==> config.mk <==
export PLATFORM = sky130hd
export DESIGN_NAME = rx_drain_ctrl
export DESIGN_NICKNAME = d
export VERILOG_FILES = /design/src/rtl/rx_drain_ctrl.sv
export SDC_FILE = /design/constraint.sdc
export NUM_CORES = 1
export LEC_CHECK = 0
export ABC_CLOCK_PERIOD_IN_PS = 3200
export CORE_MARGIN = 3
export CORE_UTILIZATION = 47
export DETAILED_ROUTE_END_ITERATION = 12
export PLACE_DENSITY = 0.9
export SKIP_CTS_REPAIR_TIMING = 1
export SKIP_LAST_GASP = 1
export SYNTH_ARGS = -nofsm -noshare
export SYNTH_HDL_FRONTEND = slang
export SYNTH_SLANG_ARGS = --single-unit
==> constraint.sdc <==
create_clock -name data_out_clock -period 3.2 [get_ports data_out_clock]
set_input_delay 0.48 -clock data_out_clock [delete_from_list [all_inputs] [get_ports data_out_clock]]
set_output_delay 0.48 -clock data_out_clock [all_outputs]
set_load 0.01 [all_outputs]
==> src/rtl/rx_drain_ctrl.sv <==
// Purpose: drains frames word by word from a MAC receive buffer to a valid/ready sink, with drop, truncation and missing-start recovery.
// Latency: out_valid rises 3 edges after the IDLE start condition and 3 edges after each accepted word; one MAC pop per word.
// Backpressure: a presented word is held until out_ready or drop_req; no pop is issued while a word is presented.
module rx_drain_ctrl #(
  parameter int MAX_WORDS = 380,
  parameter int CNT_W     = 16
) (
  input  logic             data_out_clock,
  input  logic             reset,
  input  logic             enable,
  input  logic [6:0]       mac_frame_count,
  input  logic [31:0]      mac_data,
  input  logic             mac_start,
  input  logic             mac_end,
  output logic             mac_enable,
  output logic [31:0]      out_data,
  output logic             out_valid,
  input  logic             out_ready,
  output logic             out_start,
  output logic             out_end,
  output logic             out_error,
  input  logic             drop_req,
  output logic             busy,
  output logic [CNT_W-1:0] frames_forwarded,
  output logic [CNT_W-1:0] frames_dropped
);

  typedef enum logic [2:0] {
    IDLE      = 3'd0,
    POP       = 3'd1,
    CAP       = 3'd2,
    PRESENT   = 3'd3,
    FLUSH_POP = 3'd4,
    FLUSH_CAP = 3'd5
  } state_t;

  localparam logic [8:0]       MAX_W   = 9'(MAX_WORDS);
  localparam logic [CNT_W-1:0] CNT_ONE = CNT_W'(1);
  localparam logic [CNT_W-1:0] CNT_MAX = {CNT_W{1'b1}};

  state_t     state, state_nxt;
  logic [8:0] word_cnt;
  logic [8:0] word_cnt_inc;
  logic       first_word;
  logic       held_end;

  logic       start_frame;
  logic       capture;
  logic       bad_start;
  logic       trunc_now;
  logic       release_word;
  logic       inc_fwd;
  logic       inc_drop;

  assign word_cnt_inc = word_cnt + 9'd1;
  // A held word is a genuine MAC end only if it was not forced to end by truncation.
  assign held_end     = out_end & ~out_error;
  assign busy         = (state != IDLE);

  // State register.
  always_ff @(posedge data_out_clock or posedge reset) begin
    if (reset) state <= IDLE;
    else       state <= state_nxt;
  end

  // Next-state decode and per-cycle datapath strobes.
  always_comb begin
    state_nxt    = state;
    start_frame  = 1'b0;
    capture      = 1'b0;
    bad_start    = 1'b0;
    trunc_now    = 1'b0;
    release_word = 1'b0;
    inc_fwd      = 1'b0;
    inc_drop     = 1'b0;
    case (state)
      IDLE: begin
        if (enable && (mac_frame_count != 7'd0)) begin
          state_nxt   = POP;
          start_frame = 1'b1;
        end
      end
      POP: state_nxt = CAP;
      CAP: begin
        capture = 1'b1;
        if (first_word && !mac_start) begin
          // Frame without a start marker (e.g. tail after a reset): discard it.
          bad_start = 1'b1;
          inc_drop  = 1'b1;
          state_nxt = mac_end ? FLUSH_CAP : FLUSH_POP;
        end else begin
          state_nxt = PRESENT;
          trunc_now = (word_cnt_inc == MAX_W) && !mac_end;
        end
      end
      PRESENT: begin
        if (drop_req) begin
          release_word = 1'b1;
          inc_drop     = 1'b1;
          state_nxt    = held_end ? IDLE : FLUSH_POP;
        end else if (out_ready) begin
          release_word = 1'b1;
          if (out_error) begin
            inc_drop  = 1'b1;
            state_nxt = FLUSH_POP;
          end else if (out_end) begin
            inc_fwd   = 1'b1;
            state_nxt = IDLE;
          end else begin
            state_nxt = POP;
          end
        end
      end
      FLUSH_POP: state_nxt = FLUSH_CAP;
      FLUSH_CAP: state_nxt = mac_end ? IDLE : FLUSH_POP;
      default:   state_nxt = IDLE;
    endcase
  end

  // Pop request is registered so it is high exactly while in POP or FLUSH_POP.
  always_ff @(posedge data_out_clock or posedge reset) begin
    if (reset) mac_enable <= 1'b0;
    else       mac_enable <= (state_nxt == POP) || (state_nxt == FLUSH_POP);
  end

  // Word counter, first-word flag and the presented output word.
  always_ff @(posedge data_out_clock or posedge reset) begin
    if (reset) begin
      word_cnt   <= 9'd0;
      first_word <= 1'b0;
      out_data   <= 32'd0;
      out_valid  <= 1'b0;
      out_start  <= 1'b0;
      out_end    <= 1'b0;
      out_error  <= 1'b0;
    end else begin
      if (start_frame) begin
        word_cnt   <= 9'd0;
        first_word <= 1'b1;
      end
      if (capture) begin
        word_cnt   <= word_cnt_inc;
        first_word <= 1'b0;
        out_data   <= mac_data;
        out_start  <= first_word & mac_start;
        out_end    <= mac_end | trunc_now;
        out_error  <= trunc_now;
        out_valid  <= ~bad_start;
      end
      if (release_word) out_valid <= 1'b0;
    end
  end

  // Saturating frame statistics.
  always_ff @(posedge data_out_clock or posedge reset) begin
    if (reset) begin
      frames_forwarded <= '0;
      frames_dropped   <= '0;
    end else begin
      if (inc_fwd && (frames_forwarded != CNT_MAX))
        frames_forwarded <= frames_forwarded + CNT_ONE;
      if (inc_drop && (frames_dropped != CNT_MAX))
        frames_dropped <= frames_dropped + CNT_ONE;
    end
  end

endmodule
==> flow_summary.json, run 1 <==
{
  "syn_inst": 384,
  "dieArea_um2": 9090,
  "maxCapViolCount": 0,
  "leakage_uw": 0.00236,
  "fin_setup_tns_ps": 0,
  "critPathLaunch": "state[2]$_DFF_PP0_",
  "synth-simple-area-share_pct": 25.6,
  "areaGrowthSynthToFinish_pct": 39.2,
  "grtUsageTotal_pct": 21.1,
  "synth_edf_count": 0,
  "drive_above_1_share_pct": 7.13,
  "synth_fa_ha_area_share_pct": 1.33,
  "grt_pass1_vias": 3224,
  "seq_area_um2": 2050,
  "p_per_area_nw_per_um2": 770,
  "cts_tree": "done",
  "synth_top_area_share_pct": 54.7,
  "max-vdd-ir-drop_v": 0.000428,
  "fmax_mhz": 445,
  "synth-seq-cells": 82,
  "cp-end-kind": "output port",
  "synth_top_family_by_area": "simple AND/OR/NAND/NOR gates",
  "cts_root_buf": "clkbuf_8",
  "finalCriticalPeriod_ps": 2250,
  "die-width_um": 95.4,
  "cts_max_path_buffers": 2,
  "yosysTopAreaCell": "dfrtp_1",
  "io_buffers": 115,
  "start_util_pct": 50.1,
  "seq_area_frac_synth_pct": 54.7,
  "grt_max_degree": 49,
  "finalMaxSlewViolations": 0,
  "maxSlewHeadroom_pct": 46.7,
  "yosysWarnings": 0,
  "cts_sinks": 82,
  "r2r-end": "out_end$_DFFE_PP0P_",
  "synth_xor_area_share_pct": 7.70,
  "avgSynthCellArea_um2": 9.78,
  "dp.cells": 588,
  "whs_ps": 476,
  "cp.arrival_ps": 1770,
  "clk_pin_slew_ps": 80,
  "io_pins": 116,
  "syn_area_um2": 3750,
  "routedWlPerCell_um": 15.3,
  "via_count": 3127,
  "r2r-start": "state[0]$_DFF_PP0_",
  "min_path_type": "reg -> reg",
  "n_fill_cell": 555,
  "synth_commonest_cells": "nand2_1, dfrtp_1, xnor2_1",
  "insertion_delay_ps": 360,
  "stdcell_area_um2": 5220,
  "synth_compound_area_share_pct": 8.10,
  "rows": 31,
  "reg2reg_slack_ps": 1060,
  "diodes": 0,
  "setup_viol": 0,
  "cts_made_buffers": 9,
  "htreeDepth": 3,
  "first_pass_iters": 6,
  "required_ps": 2720,
  "dp_hpwl_mm": 6.63,
  "layout.nets": 550,
  "grt_first_pass_wirelength_mm": 15.0,
  "ys.flop_type": "dfrtp_1",
  "status": "finished, final reports clean",
  "rsz0062_at_grt": "no",
  "gp_congestion": 0.876,
  "placed_cell_area_um2": 5000,
  "dr.first_iter.drc_count": 165,
  "finalHoldViolations": 0,
  "drc": 0,
  "drtAntennaViolNets": 0,
  "worstMarginPinSlew_ps": 799,
  "crit_type": "reg -> out",
  "rr_worst_depth": 6,
  "synthTopCellsByArea": "dfrtp_1, nand2_1, xnor2_1, xor2_1, nor2_1",
  "synthMostInstantiatedCell": "nand2_1",
  "cp_max_fo": 9,
  "antenna_found_initial": 0,
  "async_reset_ff_share_pct": 100,
  "yosys-mux-area-fraction_pct": 0.400,
  "dpl_worst_slack_ps": 922,
  "finalCritPeriodShare_pct": 70.2,
  "start_kind": "flip-flop",
  "critPathCapture": "busy",
  "wl_mm": 9.26,
  "setup_slack_ps": 954,
  "die_y_um": 95.4,
  "final.setup_skew_ps": 15.4,
  "synthDistinctLibCells": 54,
  "multi_input_area_um2": 1620,
  "instances_no_fill": 604,
  "fp.coreArea_um2": 7490,
  "grt.overflow.total": 0,
  "syn_nets": 434,
  "vias_per_cell": 5.18
}
==> per-stage QoR <==
| step | total power, µW | util [%] |
|---|---|---|
| floorplan | 2390 | - |
| CTS | 4060 | 69.8 |
| global placement | 3130 | 66.8 |
| global route | 4280 | 69.8 |
| detailed placement | 3200 | 66.8 |
| finish | 4020 | 69.8 |
==> state kept, by name, summed over array words and instances (netlist names) <==
signal	cells
frames_dropped	16
mac_enable	1
out_start	1
state	3
first_word	1
out_data	32
out_error	1
out_valid	1
word_cnt	9
frames_forwarded	16
out_end	1
==> layout make-up <==
class	count	area share [%]
Sequential cell	82	39.3
Multi-Input combinational cell	284	31.0
Timing Repair Buffer	118	22.7
Clock buffer	9	2.37
Tap cell	99	2.37
Clock inverter	7	1.89
Inverter	5	0.383
==> how the worst min path moves through the flow <==
stage	cells past startpoint	endpoint	start	slack, ps
6_report	2	out_start$_DFFE_PP0P_	out_start$_DFFE_PP0P_	480
5_1_grt	2	out_data[24]$_DFFE_PP0P_	out_data[24]$_DFFE_PP0P_	510
4_1_cts	2	out_start$_DFFE_PP0P_	out_start$_DFFE_PP0P_	480
3_5_place_dp	2	out_start$_DFFE_PP0P_	out_start$_DFFE_PP0P_	460
3_3_place_gp	2	out_start$_DFFE_PP0P_	out_start$_DFFE_PP0P_	450
2_1_floorplan	1	first_word$_DFFE_PP0P_	first_word$_DFFE_PP0P_	460
==> power by group <==
part           internal [µW]  total [µW]  switching, µW  leakage [µW]
Clock                    446         839            393      0.000111
Sequential              1340        1600            261       0.00106
Combinational            799        1580            784       0.00119
==> metal layers <==
layer	routed length [µm]	part of all wire (%)	vias up	GRT usage, %
met5	0	0	-	0
met4	123	1.3	0	6.85
met3	620	6.7	13	6.31
met2	4650	50	108	35.9
met1	3870	42	1490	25.7
li1	-	-	1516	-
==> critical path: stages, from the launching register on <==
cell             delay, ps
dfrtp_1                500
or3_1                  420
clkdlybuf4s50_1        490
==> kinds of logic after synthesis <==
kind of cell / Yosys count
buffers and inverters: 18
DFF: 82
and+or+nand+nor: 203
muxes: 1
adders and majority gates: 4
AOI/OAI and AO/OA: 43
xor gates and xnor gates: 33
==> cells in the final DEF (no fill, tap or decap), types with 2 or more instances in the layout <==
cell type	count
nand3_1	14
nor3_2	3
xor2_1	11
clkinv_2	2
a22o_1	2
nor2_1	19
dfrtp_1	82
o21ai_0	14
a21oi_1	6
nand2b_1	3
a211o_1	2
and4_1	2
nand4_1	8
ha_1	4
inv_1	4
bufinv_16	2
nor3_1	5
inv_6	3
xnor2_1	22
buf_4	2
o31a_1	2
clkdlybuf4s50_1	115
nand3b_1	3
nand2_1	125
and3_1	3
clkbuf_8	9
a21o_1	5
a31oi_1	2
and2_1	3
No activity file was read; power rests on OpenSTA's default activity.
==> run 2, diff against run 1 <==
- ABC_CLOCK_PERIOD_IN_PS: 3200 -> 2240
- clock period: 3.2 -> 2.24 ns (I/O delays scaled with it)
==> flow_summary.json, run 2 (synthesis gave the netlist of run 1 again) <==
{
  "reg2reg_slack_ps": 340,
  "grt_first_pass_wirelength_mm": 14.7,
  "diodes": 0,
  "areaGrowthSynthToFinish_pct": 38.5,
  "cp.arrival_ps": 1750,
  "rr_worst_depth": 6,
  "die-width_um": 95.4,
  "timing.critical_path.buf_inv": 1,
  "wl_met3_um": 646,
  "top_regs": "out_data x32, frames_dropped x16, frames_forwarded x16",
  "dp_hpwl_mm": 6.50,
  "clk_pin_slew_ps": 90,
  "cts_tree": "done",
  "rows": 31,
  "dieArea_um2": 9090,
  "die_y_um": 95.4,
  "gp_congestion": 0.842,
  "finalHoldViolations": 0,
  "wl_mm": 9.10,
  "r2r-end": "frames_forwarded[3]$_DFFE_PP0P_",
  "maxCapViolCount": 0,
  "antenna_found_initial": 0,
  "via_count": 3213,
  "grt_max_degree": 48,
  "cp-end-kind": "output port",
  "insertion_delay_ps": 350,
  "wl_met2_mm": 4.52,
  "mostFrequentLayoutCell": "nand2_1",
  "setup_viol": 0,
  "cp_max_fo": 9,
  "final_cell_mix": "nand2_1, clkdlybuf4s50_1, dfrtp_1",
  "max_flop_register": "out_data",
  "io_buffers": 115,
  "routedWlPerCell_um": 15.0,
  "drtAntennaViolNets": 0,
  "worstMarginPinSlew_ps": 492,
  "dr.first_iter.drc_count": 210,
  "worst-path-stages": 2,
  "cpPeakStageDelay_ps": 500,
  "grt.overflow.total": 0,
  "maxSlewHeadroom_pct": 67.2,
  "crit_type": "reg -> out",
  "r2r-start": "frames_forwarded[0]$_DFFE_PP0P_",
  "finalCritPeriodShare_pct": 93.1,
  "top_layer": "met4",
  "fmax_mhz": 480,
  "status": "finished, final reports clean",
  "min_path_type": "in -> async",
  "required_ps": 1900,
  "wl_met1_mm": 3.76,
  "start_kind": "flip-flop",
  "worstPathCellList": "or3_1, clkdlybuf4s50_1",
  "largest_register_ffs": 32,
  "grtUsageTotal_pct": 20.8,
  "leakage_uw": 0.00234,
  "totalPowerFinal_uw": 5530,
  "cts_root_buf": "clkbuf_8",
  "finalMaxSlewViolations": 0,
  "rsz0062_at_grt": "no",
  "max-vdd-ir-drop_v": 0.000663,
  "p_per_area_nw_per_um2": 1060,
  "start_util_pct": 50.1,
  "finalCriticalPeriod_ps": 2080,
  "drc": 0,
  "io_pins": 116,
  "final.setup_skew_ps": 10.2,
  "cts_made_buffers": 9,
  "fp.coreArea_um2": 7490,
  "cts_sinks": 82,
  "grt_pass1_vias": 3189,
  "cp_slowest_cell": "clkdlybuf4s50_1",
  "critPathTopFamily": "buffers and inverters",
  "drive_above_1_share_pct": 7.30,
  "layout.nets": 552,
  "cts_max_path_buffers": 2,
  "htreeDepth": 3,
  "fin_setup_tns_ps": 0,
  "first_pass_iters": 4,
  "vias_per_cell": 5.30
}
==> run 2: metrics by stage <==
| stage | setup slack (ps) | hold slack [ps] | utilization, % | instance area [µm²] | cells |
|---|---|---|---|---|---|
| after floorplan | 490 | 441 | - | 3760 | 384 |
| after global placement | 171 | 451 | 67.0 | 5020 | 590 |
| after detailed placement | 135 | 461 | 67.0 | 5020 | 590 |
| after CTS | 145 | 318 | 69.4 | 5200 | 606 |
| after global routing | 94.6 | 332 | 69.4 | 5200 | 606 |
| final | 155 | 319 | 69.4 | 5200 | 606 |
==> run 2: metal layers <==
layer	global-route usage (%)	vias to the layer above
met2	35.2	122
met4	8.77	0
met1	25.2	1553
met5	0	-
met3	5.37	17
li1	-	1521
==> run 2: worst register-to-register path: stages (launching register included) <==
cell and delay (ps):
dfrtp_1 430, ha_1 210, nand3_2 140, or3_4 430
o21ai_2 280, nor2_1 120, xor2_1 160
==> run 2: worst max-delay path by stage <==
stage,from,endpoint,slack (ps)
2_1_floorplan,frames_forwarded[0]$_DFFE_PP0P_,frames_forwarded[13]$_DFFE_PP0P_,490
3_3_place_gp,mac_start,frames_dropped[1]$_DFFE_PP0P_,170
3_5_place_dp,mac_start,frames_dropped[1]$_DFFE_PP0P_,140
4_1_cts,state[2]$_DFF_PP0_,busy,150
5_1_grt,state[2]$_DFF_PP0_,busy,90
6_report,state[1]$_DFF_PP0_,busy,160
==> run 2: final cells by class <==
| class | instances | area (µm²) |
|---|---|---|
| timing repair buffer | 120 | 1200 |
| clock inverter | 6 | 51.3 |
| inverter | 5 | 22.5 |
| fill | 555 | 2290 |
| clock buffer | 10 | 128 |
| tap | 99 | 124 |
| sequential | 82 | 2050 |
| multi-input combinational | 284 | 1620 |
==> run 2: power breakdown <==
group	switching [µW]	total (µW)	internal (µW)
Clock	564	980	416
Sequential	357	2270	1910
Combinational	1120	2280	1160
Total	2040	5530	3490
==> run 3, diff against run 2 <==
- CORE_UTILIZATION: 47 -> 60
- DONT_BUFFER_PORTS: unset -> 1
- PLACE_DENSITY: 0.9 -> 0.86
- SLEW_MARGIN: unset -> 20
==> flow_summary.json, run 3 (synthesis gave the netlist of run 1 again) <==
{
  "finalCriticalPeriod_ps": 1920,
  "vias_per_cell": 5.82,
  "setup_slack_ps": 325,
  "io_buffers": 0,
  "use_met3_pct": 9.03,
  "reg2reg_slack_ps": 320,
  "grt_use_met1_pct": 26.8,
  "timing.critical_path.buf_inv": 0,
  "grt_pass1_vias": 2706,
  "max-vdd-ir-drop_v": 0.000770,
  "fin_util_pct": 67.4,
  "critPathTopFamily": "simple AND/OR/NAND/NOR gates",
  "diodes": 0,
  "largest_register_ffs": 32,
  "die-width_um": 85.1,
  "fmax_mhz": 522,
  "layout.nets": 437,
  "cts_max_path_buffers": 2,
  "insertion_delay_ps": 340,
  "start_util_pct": 62.7,
  "dr.first_iter.drc_count": 115,
  "required_ps": 2440,
  "finalHoldViolations": 0,
  "drive_above_1_share_pct": 9.44,
  "rsz0062_at_grt": "no",
  "cp.arrival_ps": 2120,
  "worstPathCellList": "or3_1, a211oi_2, nor2_1, o21ai_0, o21ai_0",
  "wl_mm": 7.76,
  "areaGrowthSynthToFinish_pct": 7.57,
  "io_pins": 116,
  "cp_common_cell": "o21ai_0",
  "min_path_type": "in -> reg",
  "grt_use_met2_pct": 36.7,
  "cts_sinks": 82,
  "grtUsageTotal_pct": 22.3,
  "fp.coreArea_um2": 5990,
  "rows": 28,
  "dieArea_um2": 7240,
  "totalPowerFinal_uw": 4750,
  "cp_slowest_cell": "or3_1",
  "dpl_worst_slack_ps": 331,
  "finalCritPeriodShare_pct": 85.5,
  "dp_hpwl_mm": 5.58,
  "clk_pin_slew_ps": 80,
  "via_count": 2716,
  "antenna_found_initial": 0,
  "cpPeakStageDelay_ps": 480,
  "setup_viol": 0,
  "drc": 0,
  "p_per_area_nw_per_um2": 1180,
  "grt_max_degree": 48,
  "crit_type": "reg -> reg",
  "top_regs": "out_data x32, frames_dropped x16, frames_forwarded x16",
  "finalMaxSlewViolations": 0,
  "leakage_uw": 0.00192,
  "cp-end-kind": "flip-flop",
  "max_flop_register": "out_data",
  "drtAntennaViolNets": 0,
  "grt.overflow.total": 0,
  "cts_made_buffers": 9,
  "final_cell_mix": "nand2_1, dfrtp_1, xnor2_1",
  "gp_congestion": 0.868,
  "worstMarginPinSlew_ps": 606,
  "start_kind": "flip-flop",
  "n_fill_cell": 454,
  "fin_setup_tns_ps": 0,
  "cp_max_fo": 9,
  "maxSlewHeadroom_pct": 59.1,
  "die_y_um": 85.1,
  "routedWlPerCell_um": 16.6,
  "cts_root_buf": "clkbuf_8",
  "status": "finished, final reports clean",
  "grt_busiest_layer": "met2",
  "first_pass_iters": 4,
  "grt_first_pass_wirelength_mm": 12.8,
  "maxCapViolCount": 0,
  "final.setup_skew_ps": 8.05,
  "htreeDepth": 3,
  "cts_tree": "done",
  "mostFrequentLayoutCell": "nand2_1"
}
==> run 3: cell types whose count changed in the layout (fill, tap and decap cells not counted) <==
cell	before	now
clkbuf_8	9	12
buf_4	4	3
inv_8	1	0
dlygate4sd3_1	0	1
clkinvlp_4	4	3
clkdlybuf4s50_1	115	0
clkbuf_1	1	0
==> run 3: final timing paths <==
| check | from | endpoint | depth (start not counted) |
|---|---|---|---|
| setup reg to reg | state[1]$_DFF_PP0_ | word_cnt[4]$_DFFE_PP0P_ | 5 |
| min in group asynchronous | reset | frames_dropped[5]$_DFFE_PP0P_ | 2 |
| max in group asynchronous | reset | out_data[14]$_DFFE_PP0P_ | 3 |
| setup / recovery | state[1]$_DFF_PP0_ | word_cnt[4]$_DFFE_PP0P_ | 5 |
| hold reg to reg | word_cnt[8]$_DFFE_PP0P_ | word_cnt[8]$_DFFE_PP0P_ | 1 |
| hold / removal | mac_data[25] | out_data[25]$_DFFE_PP0P_ | 2 |
==> run 3: area by class of cell <==
cell class                 instances  area, µm²  share of cell area, %
multi-input combinational        284       1620                   40.1
inverter                           5       22.5                  0.558
sequential                        82       2050                   50.8
clock inverter                     4       32.5                  0.806
clock buffer                      12        165                   4.09
tap                               75       93.8                   2.32
timing repair buffer               5       52.6                   1.30
==> run 3: power breakdown <==
| group | switching [µW] | total [µW] | internal [µW] | leakage, µW |
|---|---|---|---|---|
| logic | 743 | 1210 | 462 | 0.000762 |
| clock network | 530 | 1030 | 500 | 0.0000952 |
| registers | 600 | 2510 | 1910 | 0.00106 |
| total | 1870 | 4750 | 2880 | 0.00192 |
==> run 3: stage by stage <==
stage | instance area, µm² | hold WS (ps) | std cells
after floorplan | 3760 | 441 | 384
after global placement | 3830 | 280 | 450
after detailed placement | 3830 | 287 | 450
after CTS | 4030 | -97.4 | 466
after global routing | 4040 | 77.3 | 467
final | 4040 | 97.6 | 467
==> run 3: worst register-to-register path: stages, from the launching register on <==
cell	delay (ps)
dfrtp_1	470
or3_1	480
a211oi_2	310
nor2_1	210
o21ai_0	210
o21ai_0	100
==> run 3: routing by layer <==
metal,share of wire [%],routed length (µm)
met1,40,3100
met4,1.2,92
met5,0,0
met3,10,773
met2,49,3790
